### config.mk
export PLATFORM = sky130hd
export DESIGN_NAME = operand_fetch_pipe
export DESIGN_NICKNAME = d
export VERILOG_FILES = /design/src/rtl/operand_fetch_pkg.sv /design/src/rtl/operand_fetch_pipe_regfile_scoreboard.sv /design/src/rtl/operand_fetch_pipe.sv
export SDC_FILE = /design/constraint.sdc
export NUM_CORES = 2
export LEC_CHECK = 0
export CAP_MARGIN = 0
export CORE_ASPECT_RATIO = 0.6
export CORE_UTILIZATION = 63
export CTS_CLUSTER_SIZE = 16
export DETAILED_ROUTE_END_ITERATION = 12
export PLACE_DENSITY_LB_ADDON = 0.2
export SYNTH_ARGS = -nofsm -noshare
export SYNTH_HDL_FRONTEND = slang
export SYNTH_HIERARCHICAL = 1
export SYNTH_SLANG_ARGS = --single-unit
### constraint.sdc
create_clock -name clk -period 45.7 [get_ports clk]
set_clock_uncertainty 0.1 [all_clocks]
set_input_delay 11.425 -clock clk [delete_from_list [all_inputs] [get_ports clk]]
set_output_delay 11.425 -clock clk [all_outputs]
set_load 0.02 [all_outputs]
### src/rtl/operand_fetch_pkg.sv
// Shared widths and small helpers for the operand-fetch stage.
// Default widths match the standard 32-register, 32-bit configuration.
package operand_fetch_pkg;

    localparam int DATA_W = 32;
    localparam int ADDR_W = 5;
    localparam int IMM_W  = 16;

    function automatic logic signed [DATA_W-1:0] sign_extend(input logic [IMM_W-1:0] imm);
        logic signed [IMM_W-1:0] imm_s;
        imm_s = imm;
        return DATA_W'(imm_s);
    endfunction

    function automatic logic [ADDR_W-1:0] dest_select(input logic          reg_dst,
                                                       input logic [ADDR_W-1:0] rd,
                                                       input logic [ADDR_W-1:0] rt);
        return reg_dst ? rd : rt;
    endfunction

endpackage

### src/rtl/operand_fetch_pipe_regfile_scoreboard.sv
// Register array with write-first forwarded read ports and a per-register busy vector.
// Busy marks a destination owned by an in-flight instruction until its write-back lands.
module regfile_scoreboard
    import operand_fetch_pkg::*;
#(
    parameter int DATA_W   = operand_fetch_pkg::DATA_W,
    parameter int NREGS    = 32,
    parameter int ADDR_W   = operand_fetch_pkg::ADDR_W,
    parameter int ZERO_REG = 1
) (
    input  logic              clk,
    input  logic              rst,
    input  logic              wb_valid,
    input  logic [ADDR_W-1:0] wb_addr,
    input  logic [DATA_W-1:0] wb_data,
    input  logic [ADDR_W-1:0] rd_addr_a,
    input  logic [ADDR_W-1:0] rd_addr_b,
    output logic [DATA_W-1:0] rd_data_a,
    output logic [DATA_W-1:0] rd_data_b,
    output logic              busy_a,
    output logic              busy_b,
    input  logic              set_en,
    input  logic [ADDR_W-1:0] set_addr
);

    logic [DATA_W-1:0] regs_q [NREGS];
    logic [NREGS-1:0]  busy_q;
    logic [NREGS-1:0]  busy_next;
    logic              wr_en;

    function automatic logic is_zero(input logic [ADDR_W-1:0] a);
        return (ZERO_REG != 0) && (a == '0);
    endfunction

    assign wr_en = wb_valid && !is_zero(wb_addr);

    always_ff @(posedge clk or posedge rst) begin
        if (rst) begin
            for (int i = 0; i < NREGS; i++) regs_q[i] <= '0;
        end else if (wr_en) begin
            regs_q[wb_addr] <= wb_data;
        end
    end

    // A same-cycle write-back and read of one index returns the incoming data.
    always_comb begin
        rd_data_a = regs_q[rd_addr_a];
        if (wb_valid && wb_addr == rd_addr_a) rd_data_a = wb_data;
        if (is_zero(rd_addr_a)) rd_data_a = '0;
        rd_data_b = regs_q[rd_addr_b];
        if (wb_valid && wb_addr == rd_addr_b) rd_data_b = wb_data;
        if (is_zero(rd_addr_b)) rd_data_b = '0;
    end

    assign busy_a = busy_q[rd_addr_a] && !(wb_valid && wb_addr == rd_addr_a) && !is_zero(rd_addr_a);
    assign busy_b = busy_q[rd_addr_b] && !(wb_valid && wb_addr == rd_addr_b) && !is_zero(rd_addr_b);

    // Set is applied after clear so a new owner wins over a retiring one.
    always_comb begin
        busy_next = busy_q;
        if (wb_valid) busy_next[wb_addr] = 1'b0;
        if (set_en && !is_zero(set_addr)) busy_next[set_addr] = 1'b1;
    end

    always_ff @(posedge clk or posedge rst) begin
        if (rst) busy_q <= '0;
        else     busy_q <= busy_next;
    end

endmodule

### src/rtl/operand_fetch_pipe.sv
// Operand-fetch stage between decode and execute: RAW-hazard stall, forwarding,
// immediate select and a registered valid/ready output.
module operand_fetch_pipe
    import operand_fetch_pkg::*;
#(
    parameter int DATA_W   = operand_fetch_pkg::DATA_W,
    parameter int NREGS    = 32,
    parameter int ADDR_W   = operand_fetch_pkg::ADDR_W,
    parameter int IMM_W    = operand_fetch_pkg::IMM_W,
    parameter int ZERO_REG = 1
) (
    input  logic              clk,
    input  logic              rst,
    input  logic              in_valid,
    output logic              in_ready,
    input  logic [ADDR_W-1:0] rs,
    input  logic [ADDR_W-1:0] rt,
    input  logic [ADDR_W-1:0] rd,
    input  logic [IMM_W-1:0]  imm,
    input  logic              RegDst,
    input  logic              ALUSrc,
    input  logic              RegWrite,
    input  logic              wb_valid,
    input  logic [ADDR_W-1:0] wb_addr,
    input  logic [DATA_W-1:0] wb_data,
    output logic              out_valid,
    input  logic              out_ready,
    output logic [DATA_W-1:0] operand1,
    output logic [DATA_W-1:0] operand2,
    output logic [ADDR_W-1:0] out_dest,
    output logic              out_regwrite
);

    logic [DATA_W-1:0]        src1_p0;
    logic [DATA_W-1:0]        src2_p0;
    logic signed [DATA_W-1:0] imm_ext_p0;
    logic [DATA_W-1:0]        op2_p0;
    logic [ADDR_W-1:0]        dest_p0;
    logic                     busy1_p0;
    logic                     busy2_p0;
    logic                     accept_p0;

    logic                     vld_p1;
    logic [DATA_W-1:0]        operand1_p1;
    logic [DATA_W-1:0]        operand2_p1;
    logic [ADDR_W-1:0]        dest_p1;
    logic                     regwrite_p1;

    regfile_scoreboard #(
        .DATA_W   (DATA_W),
        .NREGS    (NREGS),
        .ADDR_W   (ADDR_W),
        .ZERO_REG (ZERO_REG)
    ) u_rf (
        .clk       (clk),
        .rst       (rst),
        .wb_valid  (wb_valid),
        .wb_addr   (wb_addr),
        .wb_data   (wb_data),
        .rd_addr_a (rs),
        .rd_addr_b (rt),
        .rd_data_a (src1_p0),
        .rd_data_b (src2_p0),
        .busy_a    (busy1_p0),
        .busy_b    (busy2_p0),
        .set_en    (accept_p0 && RegWrite),
        .set_addr  (dest_p0)
    );

    // ---- p0: decode-side operand select and hazard check ----
    assign imm_ext_p0 = sign_extend(imm);
    assign op2_p0     = ALUSrc ? imm_ext_p0 : src2_p0;
    assign dest_p0    = dest_select(RegDst, rd, rt);

    // An immediate-form instruction does not depend on rt.
    assign in_ready  = (!vld_p1 || out_ready) && !busy1_p0 && !(busy2_p0 && !ALUSrc);
    assign accept_p0 = in_valid && in_ready;

    // ---- p1: registered output to execute ----
    always_ff @(posedge clk or posedge rst) begin
        if (rst) begin
            vld_p1      <= 1'b0;
            operand1_p1 <= '0;
            operand2_p1 <= '0;
            dest_p1     <= '0;
            regwrite_p1 <= 1'b0;
        end else if (accept_p0) begin
            vld_p1      <= 1'b1;
            operand1_p1 <= src1_p0;
            operand2_p1 <= op2_p0;
            dest_p1     <= dest_p0;
            regwrite_p1 <= RegWrite;
        end else if (out_ready) begin
            vld_p1      <= 1'b0;
        end
    end

    assign out_valid    = vld_p1;
    assign operand1     = operand1_p1;
    assign operand2     = operand2_p1;
    assign out_dest     = dest_p1;
    assign out_regwrite = regwrite_p1;

endmodule

==> flow_metrics.py <==
metrics = {
    "floorplan": {
        "initial_utilization": 0.6382,
        "die_h_um": 241.4,
        "io-pin-count": 148,
        "die_w_um": 400.9,
        "die_area_sq_um": 96770,
        "core_sq_um": 94270,
        "core.rowCount": 87,
    },
    "synth": {
        "synth-compound-area-share": 0.05067,
        "synth_top_family_by_area": "multiplexers",
        "synthCells": 4047,
        "synth_warnings": 6,
        "yosys.area.top_type": "dfrtp_1",
        "ys_seq_elements": 1127,
        "syn-num-nets": 4123,
        "yosysSeqAreaShare": 0.4688,
        "async_flop_share": 1.000,
        "synthFlopType": "dfrtp_1",
        "synth_top_area_frac": 0.4688,
        "synthAdderAreaFrac": 0,
        "synth.distinct_cells": 62,
        "synth_area_sq_um": 60160,
        "synth_xor_area_frac": 0.001456,
        "synth_mux_area_frac": 0.4191,
        "synth_edf_count": 0,
        "synthTopCellsByArea": "dfrtp_1 47%, mux2_2 20%, mux4_2 18%, mux2i_1 1.8%, mux2_4 1.7%",
        "avgSynthCellArea_sq_um": 14.86,
        "synth-simple-area-share": 0.02165,
    },
    "worst_setup_path": {
        "cp-end-kind": "primary output",
        "critical_path_class": "input pin to primary output",
        "start_kind": "input pin",
        "r2r_start": "u_rf/busy_q[31]",
        "max_stage_delay_ps": 710,
        "cp_data_required_time_ps": 34180,
        "startpoint": "rs[1]",
        "worstPathCellList": "buf_8 -> buf_4 -> mux4_2 -> mux4_2 -> mux2i_1 -> nor2_1 -> nor3_1 -> clkdlybuf4s50_1",
        "path_buf_inv": 3,
        "critical-path-top-delay-family": "buffers and inverters",
        "critPathSlowestCell": "buf_4",
        "worstPathArrival_ps": 14810,
        "path_common_cell": "mux4_2",
        "path_max_fanout": 51,
    },
    "global_route": {
        "grt_pass1_vias": 39684,
        "grt_max_degree": 118,
        "track_usage": 0.3934,
        "grt_pass1_wl_um": 276300,
        "grt_overflow": 0,
        "antenna_found_initial": 6,
    },
    "sta": {
        "min_period_ps": 26340,
        "drv_slew": 17,
        "fin_crit_sh": 0.5763,
        "worstMarginPinSlew_ps": 1555,
        "hold_viol_final": 0,
        "setup_tns_ps": 0,
        "fmax_mhz": 37.97,
        "relSlewSlack": -0.03769,
        "setup_viol_count_final": 0,
        "rsz0062_at_grt": "false",
    },
    "flow_run": {
        "maxCapViolCount": 1,
    },
    "outcome": {
        "status": "complete, but fails checks",
        "violations": "max-capacitance violations, max-slew violations",
    },
    "layout": {
        "finalNonFillerCells": 5313,
        "nets": 4050,
        "final_util": 0.6977,
        "drive_above_1_share": 0.4936,
        "final_cell_mix": "1,127 x dfrtp_1, 1,090 x mux2_2, 478 x mux4_2",
        "final_common_cell": "dfrtp_1",
        "area_delta_synth_final_pct": 9.324,
    },
    "clocking": {
        "clk_pin_slew_ps": 70,
        "postCtsSetupBuffers": 0,
        "root_buffer": "clkbuf_16",
        "cts_buffers": 104,
        "clkSinkCount": 1127,
        "cts_tree": "built",
        "clkLatencyLatePin_ps": 730,
        "htreeDepth": 3,
        "cts_buffer_depth": 3,
        "ctsHoldBuffers": 0,
        "cts_resized": 0,
    },
    "placement": {
        "gp_congestion": 0.9768,
        "port_buffers": 147,
        "placed_cells": 5114,
        "place_hpwl_um": 111300,
    },
    "drt": {
        "drc": 0,
        "wl_per_cell_um": 35.14,
        "vias": 39679,
        "drt-pass1-iter-count": 8,
        "wirelength_um": 186700,
        "avgViaCountPerCell": 7.468,
        "drtIter0Drc": 5397,
        "ant_nets": 0,
    },
    "power_and_ir_drop": {
        "p_total_mw": 3.050,
        "leakage_nw": 28.28,
        "ir_drop_uv": 46.84,
        "p_per_area_nw_per_um2": 46.38,
    },
    "hold_path": {
        "hold_path_class": "flop to flop",
        "hp-start": "u_rf/regs_q[1015]",
    },
}
[metrics by stage]
stage / instance area (sq um) / hold slack (ps) / setup WS, ps
after floorplan: 60160 / 341.3 / 4451
after global placement: 62040 / 276.5 / 19540
after detailed placement: 62040 / 283.3 / 19490
after CTS: 65750 / 298.2 / 19480
after global routing: 65760 / 309.4 / 19330
final: 65770 / 296.9 / 19360
[area by class of cell]
| cell class | count | area, sq um |
|---|---|---|
| Antenna cell | 5 | 12.51 |
| Clock buffer | 139 | 2998 |
| Clock inverter | 55 | 718.2 |
| Fill cell | 6243 | 28500 |
| Inverter | 20 | 83.83 |
| Multi-Input combinational cell | 2453 | 29810 |
| Sequential cell | 1127 | 28200 |
| Tap cell | 1246 | 1559 |
| Timing Repair Buffer | 268 | 2387 |
[kinds of logic (layout without fill, tap and decap cells)]
kind of cell,after synthesis,after routing
compound gates,446,446
xor+xnor,10,10
buf+inv,467,482
mux,1750,1750
flops,1127,1127
other cells,0,5
simple gates,247,247
[cells in the mapped netlist, drive strengths merged, types with 11 or more instances]
cell type  number
nor2b          20
inv            20
a21oi          43
nor3           23
buf           236
nor3b          12
a22oi          46
nand2          64
mux2i         108
nand3          18
o21ai         106
dfrtp        1127
o211ai         20
o22a           14
nand3b         11
nand2b         11
mux4          478
a22o           31
o221ai         13
a211oi         21
nor2           55
clkbuf        211
a31oi          11
a221oi         16
o22ai          74
mux2         1164
[where the power goes]
| part | switching (mW) | total, mW | leakage, nW | internal (mW) |
|---|---|---|---|---|
| Sequential | 0.159 | 1.36 | 14.4 | 1.20 |
| Combinational | 0.305 | 0.725 | 12.0 | 0.420 |
| Clock | 0.411 | 0.962 | 1.83 | 0.552 |
| Total | 0.874 | 3.05 | 28.3 | 2.18 |
[worst paths after layout]
path	endpoint	slack [ps]	cells after the start
worst max-delay path	in_ready	19360	8
worst min-delay path	u_rf/regs_q[1015]	300	0
worst max register to register	operand1[30]	41590	9
worst min register to register	u_rf/regs_q[1015]	300	0
max in group asynchronous	u_rf/regs_q[860]	31020	5
min in group asynchronous	u_rf/regs_q[643]	11210	2
[per-layer routing]
metal	wire [um]	part of all wire	vias up	global-route usage
met4	6699	0.036	4	0.1308
met2	78450	0.42	2642	0.5437
met5	84	0.00045	-	0.005361
met3	25710	0.14	446	0.1450
li1	-	-	15493	-
met1	75780	0.41	21094	0.5772
[flip-flops by register name, indices dropped and copies added, names as in the netlist]
register,flops
out_regwrite,1
u_rf/regs_q,1024
u_rf/busy_q,32
out_valid,1
out_dest,5
operand1,32
operand2,32
No activity file was read; power rests on OpenSTA's default activity.
